## src/rtl/pipe_hazard_ctrl_pkg.sv

```systemverilog
// Shared encodings and defaults for the pipeline hazard controller.
// Optional feature macro used by the top: HAZARD_PERF_EN (stall-cycle counter).
package pipe_hazard_ctrl_pkg;

    localparam logic [1:0] TUSE_NONE       = 2'd3;
    localparam int         MULT_CYCLES_DEF = 5;
    localparam int         DIV_CYCLES_DEF  = 10;
    localparam logic [4:0] REG_ZERO        = 5'd0;

    // Multiply/divide timer states; the timer's count is the state register.
    localparam logic [0:0] MD_IDLE = 1'b0;
    localparam logic [0:0] MD_BUSY = 1'b1;

    // RAW check for one D operand against the producers sitting in E and M.
    function automatic logic operand_hazard(
        input logic [4:0] ra,
        input logic [1:0] tuse,
        input logic [4:0] e_wa,
        input logic [1:0] e_tnew,
        input logic [4:0] m_wa,
        input logic [1:0] m_tnew
    );
        return (ra != REG_ZERO) && (tuse != TUSE_NONE) &&
               (((e_wa == ra) && (e_tnew > tuse)) ||
                ((m_wa == ra) && (m_tnew > tuse)));
    endfunction

endpackage

```

## src/rtl/pipe_hazard_ctrl_md_busy_timer.sv

```systemverilog
// Busy timer for the multiply/divide unit: loads on a start while idle and
// counts down to zero; a nonzero count means the unit is busy.
module pipe_hazard_ctrl_md_busy_timer
    import pipe_hazard_ctrl_pkg::*;
#(
    parameter int MULT_CYCLES = MULT_CYCLES_DEF,
    parameter int DIV_CYCLES  = DIV_CYCLES_DEF,
    parameter int CNT_W       = 4
) (
    input  logic             clk,
    input  logic             reset,
    input  logic             start,
    input  logic             is_div,
    output logic             md_busy,
    output logic [CNT_W-1:0] cnt
);

    logic [0:0] state;

    always_comb begin
        state = (cnt == '0) ? MD_IDLE : MD_BUSY;
    end

    // A start while busy is ignored: the decode-side stall keeps it from
    // ever reaching E in a legal program.
    always_ff @(posedge clk) begin
        if (reset) begin
            cnt <= '0;
        end else if (state == MD_IDLE) begin
            if (start) begin
                cnt <= is_div ? CNT_W'(DIV_CYCLES) : CNT_W'(MULT_CYCLES);
            end
        end else begin
            cnt <= cnt - CNT_W'(1);
        end
    end

    assign md_busy = (state == MD_BUSY);

endmodule

```

## src/rtl/pipe_hazard_ctrl.sv

```systemverilog
// Stall/flush scheduler beside the decode stage: RAW hazards by Tuse/Tnew and
// multiply/divide busy blocking. Define HAZARD_PERF_EN to build the stall counter.
module pipe_hazard_ctrl
    import pipe_hazard_ctrl_pkg::*;
#(
    parameter int MULT_CYCLES = MULT_CYCLES_DEF,
    parameter int DIV_CYCLES  = DIV_CYCLES_DEF,
    parameter int CNT_W       = 4
) (
    input  logic        clk,
    input  logic        reset,
    input  logic [4:0]  d_rs,
    input  logic [4:0]  d_rt,
    input  logic [1:0]  d_rs_tuse,
    input  logic [1:0]  d_rt_tuse,
    input  logic        d_is_md,
    input  logic [4:0]  e_wa,
    input  logic [1:0]  e_tnew,
    input  logic [4:0]  m_wa,
    input  logic [1:0]  m_tnew,
    input  logic        e_md_start,
    input  logic        e_md_is_div,
    output logic        stall_pc_f,
    output logic        stall_fd,
    output logic        flush_de,
    output logic        md_busy,
    output logic [31:0] stall_count
);

    logic [CNT_W-1:0] md_cnt;
    logic             rs_stall;
    logic             rt_stall;
    logic             md_stall;
    logic             stall;

    pipe_hazard_ctrl_md_busy_timer #(
        .MULT_CYCLES (MULT_CYCLES),
        .DIV_CYCLES  (DIV_CYCLES),
        .CNT_W       (CNT_W)
    ) u_md_busy_timer (
        .clk     (clk),
        .reset   (reset),
        .start   (e_md_start),
        .is_div  (e_md_is_div),
        .md_busy (md_busy),
        .cnt     (md_cnt)
    );

    // Purely combinational so the hold/bubble lands on this cycle's edge.
    always_comb begin
        rs_stall = operand_hazard(d_rs, d_rs_tuse, e_wa, e_tnew, m_wa, m_tnew);
        rt_stall = operand_hazard(d_rt, d_rt_tuse, e_wa, e_tnew, m_wa, m_tnew);
        md_stall = d_is_md && ((md_cnt != '0) || e_md_start);
        stall    = rs_stall || rt_stall || md_stall;
    end

    assign stall_pc_f = stall;
    assign stall_fd   = stall;
    assign flush_de   = stall;

`ifdef HAZARD_PERF_EN
    always_ff @(posedge clk) begin
        if (reset) begin
            stall_count <= '0;
        end else if (stall && (stall_count != 32'hFFFF_FFFF)) begin
            stall_count <= stall_count + 32'd1;
        end
    end
`else
    assign stall_count = '0;
`endif

endmodule

```

## config.mk

```make
export PLATFORM = sky130hd
export DESIGN_NAME = pipe_hazard_ctrl
export DESIGN_NICKNAME = d
export VERILOG_FILES = /design/src/rtl/pipe_hazard_ctrl_pkg.sv /design/src/rtl/pipe_hazard_ctrl_md_busy_timer.sv /design/src/rtl/pipe_hazard_ctrl.sv
export SDC_FILE = /design/constraint.sdc
export NUM_CORES = 1
export LEC_CHECK = 0
export BUFFER_PORTS_ARGS = -buffer_cell sky130_fd_sc_hd__buf_2
export CAP_MARGIN = 0
export CORE_MARGIN = 2
export CORE_UTILIZATION = 37
export CTS_BUF_LIST = sky130_fd_sc_hd__clkbuf_4
export DETAILED_ROUTE_END_ITERATION = 12
export PLACE_DENSITY = 0.74
export SLEW_MARGIN = 20
export SYNTH_ARGS = -nofsm -noshare
export SYNTH_HDL_FRONTEND = slang
export SYNTH_SLANG_ARGS = --single-unit
```

## constraint.sdc

```tcl
create_clock -name clk -period 2.8 [get_ports clk]
set_input_delay 0.7 -clock clk [delete_from_list [all_inputs] [get_ports clk]]
set_output_delay 0.7 -clock clk [all_outputs]
set_load 0.01 [all_outputs]
```

# After elaboration in Yosys (flattened, before gate mapping)
# Index checks and enable logic that the tools add are counted.
[word_totals] mem_count=0 output_inout_bits=36 latchBits=0 word_cells=35 register_bits=4 romBits=0 inputBits=33 ramBits=0
[op_classes] mux=4 n_div=0 bitwise=0 magnitude_cmp=4 multipliers=0 addsub=1 n_eq_ne=7 reduce_logical=18 shifts=0
[op_table] op="$eq A5 B5 Y1" n=4
[op_table] op="$mux W4" n=3
[op_table] op="$reduce_bool A5 Y1" n=2
[op_table] op="$logic_and A1 B1 Y1" n=9
[op_table] op="$gt A2 B2 Y1" n=4
[op_table] op="$ne A2 B2 Y1 const B" n=3
[op_table] op="$logic_or A1 B1 Y1" n=5
[op_table] op="$logic_not A4 Y1" n=1
[op_table] op="$reduce_bool A4 Y1" n=1
[op_table] op="$sub A4 B1 Y4 const B" n=1
[op_table] op="$mux W1" n=1

# Depth between registers and ports, before layout
# Gate-level depths: netlist (run 1).
[depth] ltp_word=6 depth_mapped=8 mapped_depth_nobuf=7

# Modules after synthesis
# Synthesis (run 1) repeated with hierarchy kept, for this count alone.
[unflattened] hier_cells=120 hier_area_um2=944.7
[by_module_without_submodules] mod="pipe_hazard_ctrl" seq_area_each_um2=0.0 instances=1 cells_per_inst=95 area_each_um2=721.9
[by_module_without_submodules] mod="pipe_hazard_ctrl_md_busy_timer" seq_area_each_um2=80.1 instances=1 cells_per_inst=25 area_each_um2=222.7

# Least setup slack after synthesis (run 1)
# Ideal clock, no wire load.
[synth_timing] kind="input -> output" start="input d_rs_tuse[1]" end="output stall_fd" t_required_ps=2100 path_buffers=1 setup_slack_ps=201 stages=8 arrival_time_ps=1899 path_cell_list="inv_1 ha_1 nand2_1 nand4_1 nor4_1 o221ai_1 nand3_1 buf_4"
[synth_between] elab_chain_len=6 word_cells_on_any_way=10 classes_between="order compare: 2; eq/ne: 1; reduce/logical: 7"
[synth_lines] element="from (decl)" line_no="pipe_hazard_ctrl.sv:14" text="input logic [1:0] d_rs_tuse,"
[synth_lines] element="$gt A2 B2 Y1, on equally long branches" line_no="pipe_hazard_ctrl_pkg.sv:24, pipe_hazard_ctrl_pkg.sv:25"
[synth_lines] element="$logic_and A1 B1 Y1, on equally long branches" line_no="pipe_hazard_ctrl_pkg.sv:24, pipe_hazard_ctrl_pkg.sv:25"
[synth_lines] element="$logic_or A1 B1 Y1" line_no="pipe_hazard_ctrl_pkg.sv:24" text="(((e_wa == ra) && (e_tnew > tuse)) ||"
[synth_lines] element="$logic_and A1 B1 Y1 *" line_no="pipe_hazard_ctrl_pkg.sv:23" text="return (ra != REG_ZERO) && (tuse != TUSE_NONE) &&"
[synth_lines] element="$logic_or A1 B1 Y1 * (2 in a row)" line_no="pipe_hazard_ctrl.sv:54" text="stall = rs_stall || rt_stall || md_stall;"
[synth_lines] element="to (decl)" line_no="pipe_hazard_ctrl.sv:24" text="output logic stall_fd,"
# Every way passes the cells marked *; elsewhere a longest branch is shown, timed or not.

# Worst setup path in the final report (run 1)
[layout_timing] start="input d_rs_tuse[1]" end="output flush_de"
[layout_between] elab_chain_len=6 word_cells_on_any_way=10 classes_between="order compare: 2; eq/ne: 1; reduce/logical: 7"
[layout_lines] element="$gt A2 B2 Y1, on equally long branches" line_no="pipe_hazard_ctrl_pkg.sv:24, pipe_hazard_ctrl_pkg.sv:25"
[layout_lines] element="$logic_and A1 B1 Y1, on equally long branches" line_no="pipe_hazard_ctrl_pkg.sv:24, pipe_hazard_ctrl_pkg.sv:25"
[layout_lines] element="$logic_or A1 B1 Y1" line_no="pipe_hazard_ctrl_pkg.sv:24"
[layout_lines] element="$logic_and A1 B1 Y1 *" line_no="pipe_hazard_ctrl_pkg.sv:23"
[layout_lines] element="$logic_or A1 B1 Y1 * (2 in a row)" line_no="pipe_hazard_ctrl.sv:54"
[layout_lines] element="to (decl)" line_no="pipe_hazard_ctrl.sv:25" text="output logic flush_de,"
# Marked as above.

==> results_dict.tcl, run 1 <==
set metrics [dict create \
    min_period_over_period 0.953 \
    synth_area_per_cell_um2 7.68 \
    synth_common_cells "buf_4 (34), xnor2_1 (12), ha_1 (10), inv_1 (10), xor2_1 (8)" \
    setup_ws_ps 132 \
    p_seq_frac 0.227 \
    final_cell_count_no_fill 188 \
    cts_buffer_depth 2 \
    period_minus_slack_ps 2670 \
    cts_setup_buffers 0 \
    synth_flop_cell "dfxtp_1" \
    vias 803 \
    powerDensity_nw_per_um2 458 \
    ctsHoldBuffers 0 \
    antennaDiodeCount 0 \
    fin_worst_skew_ps 0.587 \
    largest_register_ffs 4 \
    multi_input_area_um2 683 \
    drc 0 \
    cts_root_buffer "clkbuf_4" \
    numCtsBuffers 3 \
    syn_inst 123 \
    synth-edff-count 0 \
    wl_um 1910 \
    area_growth_syn_to_layout_pct 10.2 \
    die_x_um 54.5 \
    clk_latency_ps 230 \
    grt_max_degree 8 \
    top_register "u_md_busy_timer.cnt" \
    wl_per_cell_um 10.1 \
    clockPowerShare 0.149 \
    ys_types 27 \
    cp_data_required_time_ps 2100 \
    yosysMostFrequentCell "buf_4" \
    clkSinkCount 4 \
    grt.total_usage 0.133 \
    yosysSeqAreaShare 0.0848 \
    rows 18 \
    ir_drop_uv 264 \
    swShare 0.444 \
    gp_congestion 0.850 \
    grt_pass1_vias 716 \
    num_io_pins 69 \
    overflow 0 \
    leakage_nw 0.537 \
    drt-initial-drc-count 11 \
    placedCellCount 185 \
    hold_violations 0 \
    critPathCaptureType "output port" \
    hold_class "flip-flop to flip-flop" \
    post-route-util 0.424 \
    synth.area.top_cells "buf_4 (27%), ha_1 (13%), xnor2_1 (11%)" \
    synth_area_leader_cell "buf_4" \
    portBuffers 36 \
    drive_gt1_frac 0.259 \
    core_um2 2450 \
    syn-cell-area_um2 945 \
    yosysTopAreaCellShare 0.270 \
    vias_per_cell 4.27 \
    synth_seq_cells 4 \
    critPathLaunchType "primary input" \
    antenna_found_initial 0 \
    drt-pass1-iter-count 5 \
    nets 203 \
    die_y_um 54.5 \
    synthArstFlopShare 0 \
    p_switching_w 0.000212 \
    htree_levels 1 \
    holdPathStages 2 \
    yosys_warnings 0 \
    clk_pin_slew_ps 40 \
    dieArea_um2 2970 \
    fillers 283 \
    grt_pass1_wl_um 2880 \
    maxSlewViolCount 0 \
    initial_core_util 0.385 \
    place_area_um2 1010 \
    max_freq_ghz 0.375 \
    reg_top3 "u_md_busy_timer.cnt x4" \
    cts_tree "done" \
    stdcell_area_um2 1040 \
    finalPower_w 0.000477 \
    setup_viol 0 \
    regArea_um2 80.1 \
    p_int_w 0.000265 \
    ant_nets 0 \
    max_cap_violations 0 \
    critPathArrivalTime_ps 1970 \
    setup.worst_path.class "primary input to output port" \
    place_hpwl_um 1800 \
    critPathMaxFanout 3 \
    status "finished, final reports clean" \
    dp_slack_ps 14.2 \
    worst-r2r-cell-count 6 \
    combPwrFrac 0.624 \
]
## power by group through the flow
| stage | clock network (W) | registers (W) | logic [W] |
|---|---|---|---|
| after CTS | 0.0000740 | 0.000109 | 0.000299 |
| after global routing | 0.0000785 | 0.000114 | 0.000338 |
| after floorplan | 0 | 0.000102 | 0.000281 |
| after global placement | 0 | 0.000109 | 0.000293 |
| final | 0.0000709 | 0.000108 | 0.000298 |
| after detailed placement | 0 | 0.000108 | 0.000299 |
## final timing paths
check | from | to | slack [ps]
hold / removal | u_md_busy_timer.cnt[3] | u_md_busy_timer.cnt[3] | 500
setup / recovery | d_rs_tuse[1] | flush_de | 130
setup reg to reg | u_md_busy_timer.cnt[0] | u_md_busy_timer.cnt[0] | 1300
hold reg to reg | u_md_busy_timer.cnt[3] | u_md_busy_timer.cnt[3] | 500
## final cells by class
| cell class | instances | share of cell area |
|---|---|---|
| repair buffers | 36 | 0.173 |
| flip-flops and latches | 4 | 0.0769 |
| inverters | 10 | 0.0361 |
| well taps | 30 | 0.0361 |
| clock buffers | 3 | 0.0216 |
| multi-input cells | 105 | 0.656 |
## worst max-delay path: stages
cell and delay, ps:
buf_2 80, inv_1 50, ha_1 280, nand2_1 70, nand4_1 90, nor4_1 220
o221ai_1 180, nand3_1 150, buf_2 140
## through the flow
step | TNS [ps] | hold slack, ps
5_1_grt | -53.8 | 514
3_3_place_gp | 0 | 490
3_5_place_dp | 0 | 485
4_1_cts | 0 | 496
2_1_floorplan | 0 | 457
6_report | 0 | 499
## kinds of logic after synthesis
| group | count (synthesis) | share of synthesized area |
|---|---|---|
| buffers and inverters | 45 | 0.322 |
| AND/OR/NAND/NOR | 25 | 0.148 |
| XOR/XNOR | 20 | 0.185 |
| AO/OA/AOI/OAI | 18 | 0.123 |
| adder cells (fa/ha/maj) | 10 | 0.132 |
| other | 1 | 0.00397 |
| flip-flops | 4 | 0.0848 |
## repair_timing
action	4_1_cts	5_1_grt
resized for setup	0	1
endpoints found under the setup margin	0	3
hold endpoints to repair	0	0
## cells in the final DEF (no fill, tap or decap)
master,count
buf_2,36
conb_1,32
xnor2_1,12
inv_1,10
ha_1,10
xor2_1,8
a21oi_1,6
nand2_1,5
a211oi_1,5
nand4_1,4
dfxtp_1,4
nor4_1,3
nor2_1,3
nor3_1,3
clkbuf_4,3
o21ai_0,2
nand2b_4,1
or2_1,1
nor4_2,1
or4_1,1
o221ai_1,1
a22oi_1,1
nand3_1,1
a21o_1,1
nor2b_1,1
or3_1,1
o31ai_1,1
o21bai_1,1
## per-layer routing
layer | wire length (um) | global-route usage
met1 | 757 | 0.143
met3 | 161 | 0.0273
met2 | 965 | 0.241
met4 | 20 | 0.0750
met5 | 0 | 0
No activity file was read; power rests on OpenSTA's default activity.
==> run 2: changes to the inputs <==
--- a/config.mk
+++ b/config.mk
@@ -5,13 +5,14 @@
 export SDC_FILE = /design/constraint.sdc
 export NUM_CORES = 1
 export LEC_CHECK = 0
+export ABC_AREA = 1
 export BUFFER_PORTS_ARGS = -buffer_cell sky130_fd_sc_hd__buf_2
 export CAP_MARGIN = 0
 export CORE_MARGIN = 2
 export CORE_UTILIZATION = 37
 export CTS_BUF_LIST = sky130_fd_sc_hd__clkbuf_4
 export DETAILED_ROUTE_END_ITERATION = 12
-export PLACE_DENSITY = 0.74
+export PLACE_DENSITY = 0.71
 export SLEW_MARGIN = 20
 export SYNTH_ARGS = -nofsm -noshare
 export SYNTH_HDL_FRONTEND = slang
==> run 2 against run 1 <==
Compared with the run above:
- the flow now finishes with violations (DRC)
- setup slack improved by 120 ps
- area after synthesis up 17%
- fmax increased by 4.6%
- sequential cell count is the same
- combinational power increased by 16%
- largest cell class unchanged
- critical path type unchanged
- critical path depth increased by 1
- design area increased by 16%
- register-to-register slack better by 310 ps
- first-iteration DRC count rose by 120%
- sequential power shrank 7%
==> results_dict.tcl, run 2 <==
set metrics [dict create \
    setup.worst_path.class "primary input to output port" \
    syn_inst 196 \
    synth_flop_cell "dfxtp_1" \
    r2r_start "u_md_busy_timer.cnt[0]" \
    htree_levels 1 \
    die_x_um 58.7 \
    slowest_delay_ps 300 \
    critPathLaunchType "primary input" \
    clockPowerShare 0.139 \
    rows 19 \
    yosysSeqAreaShare 0.0723 \
    ir_drop_uv 255 \
    fin_hold_ws_ps 501 \
    drt-pass1-iter-count 8 \
    violations "DRC" \
    status "finished with violations" \
    dieArea_um2 3450 \
    cts_root_buffer "clkbuf_4" \
    largest_register_ffs 4 \
    holdPathStages 3 \
    vias_per_cell 4.08 \
    max_cap_violations 0 \
    synthArstFlopShare 0 \
    cts_tree "done" \
    fin_worst_skew_ps 2.99 \
    crit_chain "buf_2, inv_1, ha_1, a21oi_1, nor2_1, nand3_1, nand2_1, nand2_1, nand3_1, buf_2" \
    leakage_nw 0.823 \
    cp_data_required_time_ps 2100 \
    p_seq_frac 0.193 \
    final_common_cell "nand2_1" \
    period_minus_slack_ps 2550 \
    top_register "u_md_busy_timer.cnt" \
    cp_top_family "simple AND/OR/NAND/NOR gates" \
    grt_pass1_wl_um 3470 \
    crit_slowest_cell "ha_1" \
    setup_viol 0 \
    wl_per_cell_um 8.17 \
    initial_core_util 0.395 \
    antenna_found_initial 0 \
    maxSlewViolCount 0 \
    clkSinkCount 4 \
    grt.total_usage 0.130 \
    gp_congestion 0.793 \
    synth_area_per_cell_um2 5.65 \
    critPathMaxFanout 3 \
    drt-initial-drc-count 24 \
    hold_violations 0 \
    vias 1074 \
    numCtsBuffers 3 \
    ys_types 21 \
    cts_resized 0 \
    grt_pass1_vias 864 \
    drc 4 \
    rrSetupSlack_ps 1610 \
    wl_um 2150 \
    fin_setup_tns_ps 0 \
    whs_endpoint "u_md_busy_timer.cnt[0]" \
    final_cell_mix "nand2_1 (61), inv_1 (39), buf_2 (36)" \
    rsz0062_at_grt "no" \
    combPwrFrac 0.668 \
    powerDensity_nw_per_um2 429 \
    ant_nets 0 \
    die_y_um 58.7 \
    worst-r2r-cell-count 7 \
    critPathArrivalTime_ps 1850 \
    num_io_pins 69 \
    yosys_warnings 0 \
    clk_pin_slew_ps 40 \
    cts_setup_buffers 0 \
    r2r_end "u_md_busy_timer.cnt[2]" \
    hold_class "flip-flop to flip-flop" \
    overflow 0 \
    min_period_over_period 0.911 \
    swShare 0.484 \
    yosysTopAreaCellShare 0.231 \
    p_switching_w 0.000251 \
    max_freq_ghz 0.392 \
    antennaDiodeCount 0 \
    p_int_w 0.000268 \
    cts_buffer_depth 2 \
    synth.area.top_cells "buf_4 (23%), nand2_1 (21%), inv_1 (13%)" \
    synth_common_cells "nand2_1 (61), inv_1 (39), buf_4 (34)" \
    clk_latency_ps 240 \
    finalPower_w 0.000519 \
    synth-edff-count 0 \
    synth_area_leader_cell "buf_4" \
    nets 277 \
    drive_gt1_frac 0.194 \
    cp.depth 10 \
    critPathCaptureType "output port" \
    crit_buf_inv 3 \
    place_hpwl_um 1950 \
    synth_seq_cells 4 \
    area_growth_syn_to_layout_pct 9.27 \
    hp-start "u_md_busy_timer.cnt[0]" \
    grt_max_degree 8 \
    reg_top3 "u_md_busy_timer.cnt x4" \
    syn-cell-area_um2 1110 \
    yosysMostFrequentCell "nand2_1" \
    core_um2 2810 \
    portBuffers 36 \
    ctsHoldBuffers 0 \
]
-- run 2: cell count changes in the layout (fill, tap and decap cells not counted), moves of 5 or more --
cell	delta
nand3_1	+7
inv_1	+29
nand2_1	+56
xor2_1	-5
xnor2_1	-10
nor2_1	+9
-- run 2: worst max-delay path by stage --
stage	to	slack, ps	start
floorplan	stall_fd	390	d_rt_tuse[1]
global placement	flush_de	280	d_rt_tuse[1]
detailed placement	stall_pc_f	250	d_rt_tuse[1]
CTS	stall_pc_f	250	d_rt_tuse[1]
global route	stall_pc_f	130	d_rt_tuse[1]
finish	stall_pc_f	250	d_rt_tuse[1]
-- run 2: through the flow --
stage,cells,cell area (um2),setup slack [ps],util
after CTS,263,1210,247,0.431
after detailed placement,260,1190,252,0.423
final,263,1210,250,0.431
after global routing,263,1210,132,0.431
after floorplan,227,1220,391,-
after global placement,260,1190,277,0.423
-- run 2: layout make-up --
class	count	area (um2)
multi-input cells	149	738
well taps	31	38.8
repair buffers	36	180
clock buffers	3	22.5
inverters	40	150
flip-flops and latches	4	80.1
fillers	319	1600
-- run 2: worst min-delay path: stages (launching register included) --
cell and delay, ps:
dfxtp_1 320, a21oi_1 60, nand2_1 50, a21oi_1 30
-- run 2: per-layer routing --
metal  routed length (um)  vias up  global-route usage
met5                    0        -                   0
met4                   25        0              0.0487
met3                  164        4              0.0154
met2                  921       45               0.218
met1                 1040      430               0.171
li1                     -      595                   -
-- run 2: cell families (layout without fill, tap and decap cells) --
| family | count (synthesis) | in the layout | synth area share |
|---|---|---|---|
| flip-flops | 4 | 4 | 0.0723 |
| AND/OR/NAND/NOR | 88 | 88 | 0.331 |
| buffers and inverters | 74 | 79 | 0.366 |
| adder cells (fa/ha/maj) | 10 | 10 | 0.113 |
| AO/OA/AOI/OAI | 14 | 14 | 0.0746 |
| other | 1 | 32 | 0.00339 |
| XOR/XNOR | 5 | 5 | 0.0396 |
-- run 2: power groups by stage --
stage                     sequential [W]  combinational, W   clock, W
final                           0.000100          0.000347  0.0000720
after global routing            0.000104          0.000400  0.0000812
after CTS                       0.000101          0.000350  0.0000750
after detailed placement        0.000102          0.000349          0
after global placement          0.000102          0.000346          0
after floorplan                0.0000984          0.000305          0
==> run 3: changes to the inputs <==
--- a/config.mk
+++ b/config.mk
@@ -9,10 +9,10 @@
 export BUFFER_PORTS_ARGS = -buffer_cell sky130_fd_sc_hd__buf_2
 export CAP_MARGIN = 0
 export CORE_MARGIN = 2
-export CORE_UTILIZATION = 37
+export CORE_UTILIZATION = 44
 export CTS_BUF_LIST = sky130_fd_sc_hd__clkbuf_4
 export DETAILED_ROUTE_END_ITERATION = 12
-export PLACE_DENSITY = 0.71
+export PLACE_DENSITY = 0.82
 export SLEW_MARGIN = 20
 export SYNTH_ARGS = -nofsm -noshare
 export SYNTH_HDL_FRONTEND = slang
==> run 3 against run 2 <==
Compared with the run above:
- the run now ends clean
- largest power group unchanged
- hold slack better by 10 ps
- largest cell class unchanged
- clock skew is 1.4 ps higher
- fmax is 0.57% higher
- sequential share of layout area hardly changed
- highest routed layer unchanged
==> results_dict.tcl, run 3 (synthesis gave the netlist of run 2 again) <==
set metrics [dict create \
    hold_class "flip-flop to flip-flop" \
    grt_util_met3 0.0222 \
    wl_um 2130 \
    antennaDiodeCount 0 \
    top_register "u_md_busy_timer.cnt" \
    nets 277 \
    place_area_um2 1190 \
    num_io_pins 69 \
    max_cap_violations 0 \
    combPwrFrac 0.655 \
    clockPowerShare 0.151 \
    ctsHoldBuffers 0 \
    status "finished, final reports clean" \
    clk_pin_slew_ps 40 \
    reg_top3 "u_md_busy_timer.cnt x4" \
    largest_register_ffs 4 \
    cts_buffer_depth 2 \
    rows 18 \
    fillers 290 \
    hold_violations 0 \
    die_x_um 54.2 \
    grt-busiest-layer "met2" \
    drc 0 \
    p_int_w 0.000269 \
    area_growth_syn_to_layout_pct 9.15 \
    grt_pass1_wl_um 3250 \
    drt-pass1-iter-count 4 \
    grt_max_degree 8 \
    vias 1092 \
    critPathMaxFanout 3 \
    clk_latency_ps 250 \
    grt_use_met2 0.241 \
    fin_setup_tns_ps 0 \
    overflow 0 \
    p_seq_frac 0.194 \
    stdcell_area_um2 1210 \
    fin_hold_ws_ps 511 \
    drive_gt1_frac 0.194 \
    gp_congestion 0.843 \
    critPathArrivalTime_ps 1840 \
    vias_per_cell 4.17 \
    drt-initial-drc-count 20 \
    cts_setup_buffers 0 \
    place_hpwl_um 1930 \
    period_minus_slack_ps 2540 \
    cts_tree "done" \
    wl_per_cell_um 8.14 \
    cts_resized 0 \
    grt.total_usage 0.154 \
    final_common_cell "nand2_1" \
    ant_nets 0 \
    fin_worst_skew_ps 4.41 \
    core_um2 2430 \
    final_cell_mix "nand2_1 (61), inv_1 (39), buf_2 (36)" \
    critPathLaunchType "primary input" \
    initial_core_util 0.455 \
    p_switching_w 0.000259 \
    setup_viol 0 \
    antenna_found_initial 0 \
    cts_root_buffer "clkbuf_4" \
    die_y_um 54.2 \
    min_period_over_period 0.906 \
    leakage_nw 0.823 \
    placedCellCount 259 \
    setup.worst_path.class "primary input to output port" \
    critPathCaptureType "output port" \
    cp_data_required_time_ps 2100 \
    maxSlewViolCount 0 \
    portBuffers 36 \
    dieArea_um2 2930 \
    max_freq_ghz 0.394 \
    clkSinkCount 4 \
    powerDensity_nw_per_um2 436 \
    numCtsBuffers 3 \
    final_cell_count_no_fill 262 \
    swShare 0.491 \
    grt_pass1_vias 832 \
    use_met1 0.204 \
    ir_drop_uv 346 \
    htree_levels 1 \
    rsz0062_at_grt "no" \
]
[run 3: routing by layer]
| metal | up-vias | wire [um] |
|---|---|---|
| met2 | 62 | 903 |
| met1 | 431 | 963 |
| met4 | 0 | 27 |
| li1 | 596 | - |
| met5 | - | 0 |
| met3 | 3 | 238 |
[run 3: area by class of cell]
cell class	instances	area, um2	share of cell area
Timing Repair Buffer	36	180	0.149
Sequential cell	4	80.1	0.0663
Clock buffer	3	22.5	0.0186
Tap cell	30	37.5	0.0311
Multi-Input combinational cell	149	738	0.611
Inverter	40	150	0.124
[run 3: stage by stage]
step	setup slack, ps	total power, W	utilization
6_report	264	0.000528	0.497
5_1_grt	95.5	0.000592	0.497
4_1_cts	258	0.000531	0.497
3_5_place_dp	265	0.000451	0.488
3_3_place_gp	280	0.000444	0.488
2_1_floorplan	391	0.000403	-
[run 3: worst paths after layout]
check / endpoint / slack [ps] / cells after the start / start
max: flush_de / 260 / 10 / d_rt_tuse[1]
min: u_md_busy_timer.cnt[0] / 510 / 3 / u_md_busy_timer.cnt[0]
max reg2reg: u_md_busy_timer.cnt[1] / 1610 / 8 / u_md_busy_timer.cnt[0]
min reg2reg: u_md_busy_timer.cnt[0] / 510 / 3 / u_md_busy_timer.cnt[0]
[run 3: power groups by stage]
stage / sequential (W) / combinational (W) / clock [W]
6_report: 0.000103 / 0.000345 / 0.0000796
5_1_grt: 0.000106 / 0.000402 / 0.0000845
4_1_cts: 0.000102 / 0.000348 / 0.0000811
3_5_place_dp: 0.000103 / 0.000347 / 0
3_3_place_gp: 0.000102 / 0.000342 / 0
2_1_floorplan: 0.0000984 / 0.000305 / 0
[run 3: worst max-delay path: stages]
cell and delay (ps):
buf_2 90, inv_1 50, ha_1 300, a21oi_1 200, nor2_1 60, nand3_1 80
nand2_1 60, nand2_1 60, nand3_1 90, buf_2 150
